**config.mk**
```make
export PLATFORM = sky130hd
export DESIGN_NAME = regfile_wb_arbiter
export DESIGN_NICKNAME = d
export VERILOG_FILES = /design/src/rtl/mips_pkg.sv /design/src/rtl/rr_arbiter.sv /design/src/rtl/regfile_wb_arbiter.sv
export SDC_FILE = /design/constraint.sdc
export NUM_CORES = 1
export LEC_CHECK = 0
export ABC_AREA = 0
export ABC_CLOCK_PERIOD_IN_PS = 3900
export BUFFER_PORTS_ARGS = -buffer_cell sky130_fd_sc_hd__buf_2
export CAP_MARGIN = 15
export CORE_MARGIN = 2
export CORE_UTILIZATION = 47
export DETAILED_ROUTE_END_ITERATION = 6
export PLACE_DENSITY = 0.81
export SLEW_MARGIN = 30
export SYNTH_ARGS = -nofsm -noshare
export SYNTH_HDL_FRONTEND = slang
export SYNTH_SLANG_ARGS = --single-unit
```
**constraint.sdc**
```tcl
create_clock -name i_clk -period 3.9 [get_ports i_clk]
set_clock_uncertainty 0.2 [all_clocks]
set_input_delay 0.195 -clock i_clk [delete_from_list [all_inputs] [get_ports i_clk]]
set_output_delay 0.195 -clock i_clk [all_outputs]
set_load 0.005 [all_outputs]
```
**src/rtl/mips_pkg.sv**
```systemverilog
// mips_pkg: shared register-file geometry and write-back requester identifiers.
package mips_pkg;
  localparam int NUM_REGS = 32;
  localparam int REG_ADDR_W = 5;
  localparam int DATA_W = 32;
  typedef enum logic [1:0] {REQ_ALU = 2'd0, REQ_LOAD = 2'd1, REQ_MULDIV = 2'd2} req_id_e;
  localparam logic [REG_ADDR_W-1:0] ZERO_REG = 5'd0;
endpackage

```
**src/rtl/rr_arbiter.sv**
```systemverilog
// rr_arbiter: round-robin one-hot grant with a rotating priority pointer.
module rr_arbiter #(
  parameter int N = 3,
  localparam int IW = $clog2(N)
) (
  input  logic          i_clk,
  input  logic          i_rst_n,
  input  logic [N-1:0]  i_valid,
  output logic [N-1:0]  o_grant,
  output logic [IW-1:0] o_idx,
  output logic          o_fire
);
  logic [IW-1:0] r_ptr;
  logic [N-1:0]  w_valid;
  logic          w_hit;
  // Requests are masked while reset is held so nothing is granted during reset.
  assign w_valid = i_valid & {N{i_rst_n}};
  assign o_fire = |w_valid;
  always_comb begin
    o_grant = '0;
    o_idx = '0;
    w_hit = 1'b0;
    for (int k = 0; k < N; k++) begin
      if (!w_hit && w_valid[(int'(r_ptr) + k) % N]) begin
        o_grant[(int'(r_ptr) + k) % N] = 1'b1;
        o_idx = IW'((int'(r_ptr) + k) % N);
        w_hit = 1'b1;
      end
    end
  end
  always_ff @(posedge i_clk or negedge i_rst_n)
    if (!i_rst_n) r_ptr <= '0;
    else if (o_fire) r_ptr <= (int'(o_idx) == N - 1) ? '0 : o_idx + 1'b1;
endmodule

```
**src/rtl/regfile_wb_arbiter.sv**
```systemverilog
// regfile_wb_arbiter: round-robin write-back port for the MIPS register file
// with a registered write stage and a per-register busy scoreboard.
module regfile_wb_arbiter import mips_pkg::*; #(
  parameter int NUM_REQ = 3,
  parameter int DATA_W = mips_pkg::DATA_W,
  parameter int ADDR_W = REG_ADDR_W,
  localparam int IW = $clog2(NUM_REQ),
  localparam int NR = 2**ADDR_W
) (
  input  logic                      i_clk,
  input  logic                      i_rst_n,
  input  logic [NUM_REQ-1:0]        i_req_valid,
  input  logic [NUM_REQ*ADDR_W-1:0] i_req_dest,
  input  logic [NUM_REQ*DATA_W-1:0] i_req_data,
  output logic [NUM_REQ-1:0]        o_req_ready,
  input  logic                      i_rsv_valid,
  input  logic [ADDR_W-1:0]         i_rsv_dest,
  output logic                      o_load_enable,
  output logic [ADDR_W-1:0]         o_dest_select,
  output logic [DATA_W-1:0]         o_reg_data,
  output logic [IW-1:0]             o_grant_id,
  output logic [NR-1:0]             o_busy
);
  logic              w_fire;
  logic [IW-1:0]     w_idx;
  logic [ADDR_W-1:0] w_dest;
  logic [DATA_W-1:0] w_data;
  logic [NR-1:0]     w_set, w_clr;
  logic              r_le;
  logic [ADDR_W-1:0] r_dest;
  logic [DATA_W-1:0] r_data;
  logic [IW-1:0]     r_gid;
  logic [NR-1:0]     r_busy;
  rr_arbiter #(.N(NUM_REQ)) u_arb (
    .i_clk   (i_clk),
    .i_rst_n (i_rst_n),
    .i_valid (i_req_valid),
    .o_grant (o_req_ready),
    .o_idx   (w_idx),
    .o_fire  (w_fire)
  );
  assign w_dest = i_req_dest[w_idx*ADDR_W +: ADDR_W];
  assign w_data = i_req_data[w_idx*DATA_W +: DATA_W];
  assign w_set = i_rsv_valid ? NR'(1) << i_rsv_dest : '0;
  assign w_clr = w_fire ? NR'(1) << w_dest : '0;
  // Set is applied after clear so a same-edge reservation survives; bit 0 stays 0.
  always_ff @(posedge i_clk or negedge i_rst_n)
    if (!i_rst_n) begin
      r_le <= 1'b0;
      r_dest <= '0;
      r_data <= '0;
      r_gid <= '0;
      r_busy <= '0;
    end else begin
      r_le <= w_fire && (w_dest != ADDR_W'(ZERO_REG));
      if (w_fire) begin
        r_dest <= w_dest;
        r_data <= w_data;
        r_gid <= w_idx;
      end
      r_busy <= ((r_busy & ~w_clr) | w_set) & ~NR'(1);
    end
  assign o_load_enable = r_le;
  assign o_dest_select = r_dest;
  assign o_reg_data = r_data;
  assign o_grant_id = r_gid;
  assign o_busy = r_busy;
endmodule
```
-- Yosys cells after proc, flatten, opt, wreduce, memory -nomap -nowiden
Cells that the tools add are included.
- register bits: 73
- input port bits: 122
- output and inout bits: 75
- word-level logic and storage cells: 66
- $add $sub $neg: 3
- multipliers: 1
- div/mod/pow operators: 3
- $lt $le $gt $ge: 6
- equal/unequal tests: 1
- shifts and indexed selects: 4
- muxes and demuxes: 26
- bitwise logic cells: 6
- reduce and logical (&&, ||, !) cells: 10
- operators by type and width (kind ; count):
    32-bit by 1-bit greater-or-equal comparator with 1-bit output (second input constant) ; 3
    32-bit by 4-bit < comparator with 1-bit output (second input constant) ; 3
    96-bit by 8-bit indexed part select with 32-bit output ; 1
    32-bit by 3-bit remainder unit with 32-bit output (second input constant) ; 2
    32-bit two-way mux ; 2
    1-bit by 5-bit << shifter with 32-bit output (first input constant) ; 2
    32-bit bitwise AND ; 1
    3-bit by 3-bit remainder unit with 32-bit output (second input constant) ; 1
    32-bit NOT ; 1
    32-bit bitwise OR ; 1
    15-bit by 6-bit indexed part select with 5-bit output ; 1
    1-bit two-way mux ; 11
    3-bit two-way mux ; 3
    2-bit two-way mux ; 4
    1-bit binary-select mux with 2-bit select ; 3
    1-bit demux with 2-bit select ; 3
    1-bit logical AND ; 6
    3-bit bitwise OR ; 2
    2-bit by 3-bit multiplier with 5-bit output (second input constant) ; 1
    5-bit nonzero test ; 1
    2-bit by 1-bit adder with 3-bit output (second input constant) ; 1
    2-bit by 2-bit adder with 3-bit output (second input constant) ; 1
    3-bit bitwise AND ; 1
    3-bit OR reduction ; 1
    other kinds (3) ; 4

-- Depth between registers and ports, before layout
Gate-level depths: netlist of run 1.
- depth after elaboration: 18
- mapped depth: 14

-- Cells and area by module
Synthesis of run 1 repeated with hierarchy kept, for this count alone.
- cells, all modules: 487
- area total of the unflattened synthesis: 4232.8 um2
- modules (own cells, without submodules) (module ; times used ; cells each ; area an instance (um2)):
    regfile_wb_arbiter ; 1 ; 434 ; 3803.6
    rr_arbiter ; 1 ; 53 ; 429.2

-- Least setup slack after synthesis of run 1
Ideal clock, no wire load.
- kind: register -> register
- start: reg u_arb.r_ptr[1]
- end: reg r_busy[16] (netlist: o_busy[16])
- data arrival time: 2.961 ns
- required time: 3.562 ns
- path slack: 0.601 ns
- cell stages (with the launch flop): 15
- buffers on the path: 4
- period minus slack after synthesis: 3.299 ns
- cell sequence: dfrtp_1 > inv_1 > ha_1 > buf_6 > mux2_4 > a21o_4 > a211oi_2 > o21ba_1 > buf_6 > mux2_4 > a21o_1 > buf_6 > buf_6 > o41ai_1 > o21ai_0
- cells in the longest elaborated chain, start to end: 18
- elaborated cells on any way between the ends: 30
- those cells by class: 2 x add/sub; 1 x mul; 3 x div; 2 x shift; 15 x mux; 3 x bitwise; 4 x reduce/logical
- RTL lines (what ; line ; text):
    start, declared ; rr_arbiter.sv:13 ; logic [IW-1:0] r_ptr;
    start signal, assigned ; rr_arbiter.sv:33 ; else if (o_fire) r_ptr <= (int'(o_idx) == N - 1) ? '0 : o_idx + 1'b1;
    branches (longest 10 deep; another with 32-bit by 3-bit remainder unit with 32-bit output) ; n/a ;
    2-bit two-way mux (*) ; rr_arbiter.sv:24 ; if (!w_hit && w_valid[(int'(r_ptr) + k) % N]) begin
    2-bit by 3-bit multiplier with 5-bit output (*) ; regfile_wb_arbiter.sv:42 ; assign w_dest = i_req_dest[w_idx*ADDR_W +: ADDR_W];
    15-bit by 6-bit indexed part select with 5-bit output (*) ; regfile_wb_arbiter.sv:42 ;
    1-bit by 5-bit << shifter with 32-bit output (*) ; regfile_wb_arbiter.sv:45 ; assign w_clr = w_fire ? NR'(1) << w_dest : '0;
    32-bit two-way mux (*) ; regfile_wb_arbiter.sv:45 ;
    32-bit NOT (*) ; regfile_wb_arbiter.sv:61 ; r_busy <= ((r_busy & ~w_clr) | w_set) & ~NR'(1);
    32-bit bitwise AND (*) ; regfile_wb_arbiter.sv:61 ;
    32-bit bitwise OR (*) ; regfile_wb_arbiter.sv:61 ;
    end signal, assigned ; regfile_wb_arbiter.sv:61 ;
    end, declared ; regfile_wb_arbiter.sv:33 ; logic [NR-1:0] r_busy;
Every way passes the cells marked *. The select of a mux whose other input is x is not followed.
A chain may end at the register's enable or synchronous reset.

-- Worst setup path in the final report of run 1
- start: reg u_arb.r_ptr[1]
- end: reg r_busy[28] (netlist: o_busy[28])
The elaborated chain is that of the path after synthesis.

==> results.toml, run 1 <==
[global_route]
first_global_vias = 4476
antenna_found_initial = 0
grt_start_max_net_pins = 74
grt_pass1_wl_um = 21400
grt.overflow.total = 0
track_usage_pct = 27.8

[drt]
drtIter0Drc = 212
wl_met1_um = 5410
routedWlPerCell_um = 16.4
drt-total-wl_um = 13400
vias_per_cell = 5.61
highest_layer = "met4"
antenna_left = 0
drc_errors = 0
wl_met2_um = 6550
route.met3.wl_um = 1040
drt-pass1-iter-count = 5
vias = 4565

[setup_path]
path_max_fanout = 36
required_ns = 3.90
cp.arrival_ns = 3.61
reg2reg_depth = 11
path_class = "reg -> reg"
startpoint_type = "flop"
end_kind = "flop"

[placement]
io_buffers = 195
dpl_worst_slack_ns = 0.295
place_area_um2 = 5180
gp_congestion = 0.940
hpwlAfterDp_um = 9100
placed_cells = 769

[logic_synthesis]
yosysSeqAreaShare_pct = 44.4
synth-main-ff-cell = "dfrtp_1"
ys_ff_latch = 73
ys_types = 48
synth_mux_area_share_pct = 3.22
synth_area_per_cell_um2 = 8.45
synth_top_family_by_area = "compound AO/OA/AOI/OAI gates"
synth_simple_gate_area_share_pct = 16.8
syn-num-nets = 613
syn_inst = 487
synthXorXnorAreaFrac_pct = 0
synth-warning-count = 0
synth-edff-count = 0
synth_compound_area_share_pct = 29.6
synth_adder_area_share_pct = 1.22
async_flop_share_pct = 100
netlist_area_um2 = 4120

[timing]
hold_viol = 0
period_needed_ns = 3.61
final.setup.tns_ns = 0
final.period_utilization_pct = 92.6
hold_slack_ns = 0.00388
max_slew_margin_pct = 55.4
fmax_mhz = 277
slew_violations = 0
worst_slew_pin_slew_ns = 0.669
rsz0062_at_grt = "no"
timing.final.ws_setup_ns = 0.289
setup_viol_count_final = 0

[clocking]
numClockSinks = 73
htreeDepth = 3
clockBufferDepth = 2
insertion_delay_ns = 0.34
cts.clk_slew.worst_paths_ns = 0.08
root_buffer = "clkbuf_8"
post_cts_buffers = 0
cts_tree = "built"
numCtsBuffers = 9

[floorplanning]
die_w_um = 97.6
start_util_pct = 47.9
dieArea_um2 = 9520
pin_count = 197
core_area_um2 = 8590
core.rowCount = 34
die_y_um = 97.6

[min_path]
hold_depth = 3
hp-class = "in -> reg"

[pwr]
switching_share_pct = 43.4
power_density_nw_per_um2 = 807
internal-power_mw = 2.63
power.share.sequential_pct = 28.6
power.leakage_nw = 2.82
switching_power_mw = 2.01
ir_drop_mv = 0.391
p_comb_share_pct = 54.7
power_mw = 4.64
power.share.clock_pct = 16.7

[finish]
antenna_cells = 0
nets = 828
drive_gt1_share_pct = 33.3
fin_area_um2 = 5740
final_util_pct = 66.8
syn_to_final_growth_pct = 39.6
n_fill_cell = 704
stdcell_count = 814

[outcome]
status = "finished, final reports clean"

[flow_run]
drv_cap = 0
## routing by layer
layer  vias up  global-route usage [%]
li1       2172                       -
met1      2115                    34.8
met2       237                    45.3
met3        41                    7.05
met4         0                    12.5
met5         -                       0
## final cells by class
class	instances	area, um2	area share (%)
multi-input combinational	375	2120	36.9
timing repair buffer	237	1390	24.1
sequential	73	1830	31.8
tap	108	135	2.35
clock buffer	10	128	2.22
clock inverter	5	129	2.24
inverter	6	22.5	0.392
## power groups by stage
stage | combinational (mW) | clock, mW | sequential (mW)
after global routing | 2.82 | 0.813 | 1.37
after CTS | 2.50 | 0.782 | 1.32
final | 2.54 | 0.773 | 1.33
after floorplan | 1.57 | 0 | 1.35
after global placement | 2.38 | 0 | 1.32
after detailed placement | 2.46 | 0 | 1.33
## cell usage after synthesis (3+ instances only)
cell,number,area share [%]
nor2b_1,4,0.61
buf_2,6,0.73
clkbuf_1,14,1.3
nand2b_1,9,1.4
dfrtp_1,73,44
nand2_1,119,11
buf_1,7,0.64
and2_1,3,0.46
a21oi_1,72,8.8
o21ai_0,69,8.4
a21o_1,3,0.55
mux2i_1,8,1.9
inv_1,6,0.55
nor2_1,3,0.27
ha_1,4,1.2
buf_6,4,1.1
nor3_1,5,0.61
nand3_1,5,0.61
o31ai_1,19,3.5
o41ai_1,15,3.2
## placed cells by master, fill, tap and decap left out, types with 8 or more instances in the layout
master and n:
buf_2 194, o31ai_1 18, a21oi_1 72, o41ai_1 15
dlygate4sd3_1 30, buf_4 11, o21ai_0 69, nand2b_1 9
nand2_1 119, clkbuf_8 9, mux2i_1 8, dfrtp_1 73
## path summary, 6_finish.rpt
kind                                 from        endpoint  slack, ns
hold / removal             i_req_data[90]  o_reg_data[26]      0.004
max in group asynchronous         i_rst_n   o_reg_data[8]       2.54
min in group asynchronous         i_rst_n      o_busy[13]       0.48
setup reg to reg           u_arb.r_ptr[1]      o_busy[28]       0.29
hold reg to reg            o_reg_data[18]  o_reg_data[18]       0.28
setup / recovery           u_arb.r_ptr[1]      o_busy[28]       0.29
## state kept, by name (all words and copies together) (netlist names)
| register | cells |
|---|---|
| o_busy | 31 |
| o_dest_select | 5 |
| o_grant_id | 2 |
| o_load_enable | 1 |
| o_reg_data | 32 |
| u_arb.r_ptr | 2 |
## critical path, stage by stage, from the launching register on
cell and delay (ns):
dfrtp_1 0.42, inv_1 0.09, ha_1 0.32, mux2_4 0.36
a21o_4 0.25, a211oi_2 0.34, o21ba_1 0.24, buf_4 0.37
and3_1 0.28, nor3_2 0.12, o41ai_1 0.33, o21ai_0 0.14
## cell families after synthesis
group / after synthesis
AOI/OAI and AO/OA: 199
adders and majority gates: 4
buffers and inverters: 39
DFF: 73
muxes: 12
other: 1
and+or+nand+nor: 159
## repair_timing
item                                   in CTS  in global routing
endpoints found under the hold margin      29                 45
setup endpoints to repair                   0                  2
resized for setup                           0                  1
hold buffers                               29                  1
No activity file was read; power rests on OpenSTA's default activity.
==> inputs of run 2 (changes only) <==
Settings changed: ABC_CLOCK_PERIOD_IN_PS 3900 to 3850.
Clock period 3.9 ns to 3.85 ns, I/O delays scaled along.
==> results.toml, run 2 (synthesis results as in run 1) <==
[clocking]
numClockSinks = 73
numCtsBuffers = 9
htreeDepth = 3
insertion_delay_ns = 0.34
cts_tree = "built"
cts.clk_slew.worst_paths_ns = 0.08
root_buffer = "clkbuf_8"
clockBufferDepth = 2
post_cts_buffers = 0

[global_route]
grt_pass1_wl_um = 21700
grt_start_max_net_pins = 74
grt.overflow.total = 0
track_usage_pct = 28.1
first_global_vias = 4451
antenna_found_initial = 0

[placement]
hpwlAfterDp_um = 9190
io_buffers = 195
dpl_worst_slack_ns = 0.341
gp_congestion = 0.922

[setup_path]
crit_family = "compound AO/OA/AOI/OAI gates"
worstPathBufferInverterCount = 3
worstPathCellList = "inv_1 -> ha_1 -> mux2_4 -> a21o_4 -> a211oi_2 -> o21ba_1 -> buf_4 -> nor3_1 -> o31ai_1 -> buf_4 -> nor3_1 -> o21ai_0"
cp.arrival_ns = 3.63
path_max_fanout = 36
slowest_delay_ns = 0.42
end_kind = "flop"
path_class = "reg -> reg"
startpoint_type = "flop"
slowest_stage = "dfrtp_1"
required_ns = 3.90

[pwr]
ir_drop_mv = 0.375
power.leakage_nw = 2.81
power_density_nw_per_um2 = 799

[drt]
vias = 4614
drt-pass1-iter-count = 6
routedWlPerCell_um = 16.5
antenna_left = 0
vias_per_cell = 5.64
drtIter0Drc = 225
drt-total-wl_um = 13500
drc_errors = 0

[floorplanning]
start_util_pct = 47.9
die_w_um = 97.6
die_y_um = 97.6
pin_count = 197
core.rowCount = 34
core_area_um2 = 8590
dieArea_um2 = 9520

[finish]
largest_reg_flops = 32
antenna_cells = 0
layout_common_cells = "194 x buf_2, 119 x nand2_1, 73 x dfrtp_1, 72 x a21oi_1, 69 x o21ai_0"
syn_to_final_growth_pct = 39.3
drive_gt1_share_pct = 33.5
final_util_pct = 66.7
layout_commonest_cell = "buf_2"
nets = 831

[timing]
slew_violations = 0
max_slew_margin_pct = 36.2
period_needed_ns = 3.57
setup_viol_count_final = 0
rsz0062_at_grt = "no"
fmax_mhz = 280
timing.final.ws_setup_ns = 0.277
final.period_utilization_pct = 92.8
worst_slew_pin_slew_ns = 0.957
hold_viol = 0
final.setup.tns_ns = 0

[outcome]
status = "finished, final reports clean"

[min_path]
hp-class = "in -> reg"

[flow_run]
drv_cap = 0
## run 2: what timing repair did
| item | CTS | global route |
|---|---|---|
| hold endpoints to repair | 32 | 65 |
| setup endpoints to repair | 0 | 2 |
| hold buffers | 32 | 1 |
| gates resized for setup | 0 | 2 |
## run 2: worst paths after layout
kind                                    endpoint  slack (ns)           start  cells past startpoint
min in group asynchronous          o_grant_id[1]        0.49         i_rst_n                      3
worst min register to register    o_reg_data[24]        0.28  o_reg_data[24]                      2
worst max register to register     o_load_enable        0.28  u_arb.r_ptr[1]                     12
max in group asynchronous             o_busy[28]        2.51         i_rst_n                      3
worst min-delay path            o_dest_select[2]        0.03  i_req_dest[12]                      3
worst max-delay path               o_load_enable        0.28  u_arb.r_ptr[1]                     12
## run 2: routing by layer
| metal | GRT usage (%) | part of all wire [%] | up-vias |
|---|---|---|---|
| li1 | - | - | 2181 |
| met1 | 35.9 | 40 | 2135 |
| met2 | 45.8 | 48 | 246 |
| met3 | 6.83 | 8.2 | 52 |
| met4 | 12.0 | 3.3 | 0 |
| met5 | 0 | 0 | - |
## run 2: where the power goes
part,internal (mW),switching (mW)
clock network,0.365,0.310
registers,1.13,0.201
logic,1.03,1.54
## run 2: stage by stage
step / std cells / area [um2] / total power, mW / hold WS (ns)
3_3_place_gp: 769 / 5180 / 3.75 / 0.258
5_1_grt: 818 / 5730 / 4.95 / 0.0220
3_5_place_dp: 769 / 5180 / 3.85 / 0.265
2_1_floorplan: 487 / 4120 / 2.96 / -0.303
6_report: 818 / 5730 / 4.58 / 0.0275
4_1_cts: 817 / 5710 / 4.56 / 0.00612
## run 2: worst reg2reg max path, cell delays in order, from the launching register on
cell and delay (ns):
dfrtp_1 0.42, inv_1 0.09, ha_1 0.34, mux2_4 0.37, a21o_4 0.24, a211oi_2 0.30
o21ba_1 0.23, buf_4 0.36, nor3_1 0.09, o31ai_1 0.33, buf_4 0.25, nor3_1 0.06
o21ai_0 0.21
## run 2: cell type report
cell class,instances,area [um2]
tap,108,135
clock inverter,7,93.8
sequential,73,1830
fill,722,2860
inverter,6,22.5
clock buffer,9,124
timing repair buffer,240,1420
multi-input combinational,375,2120
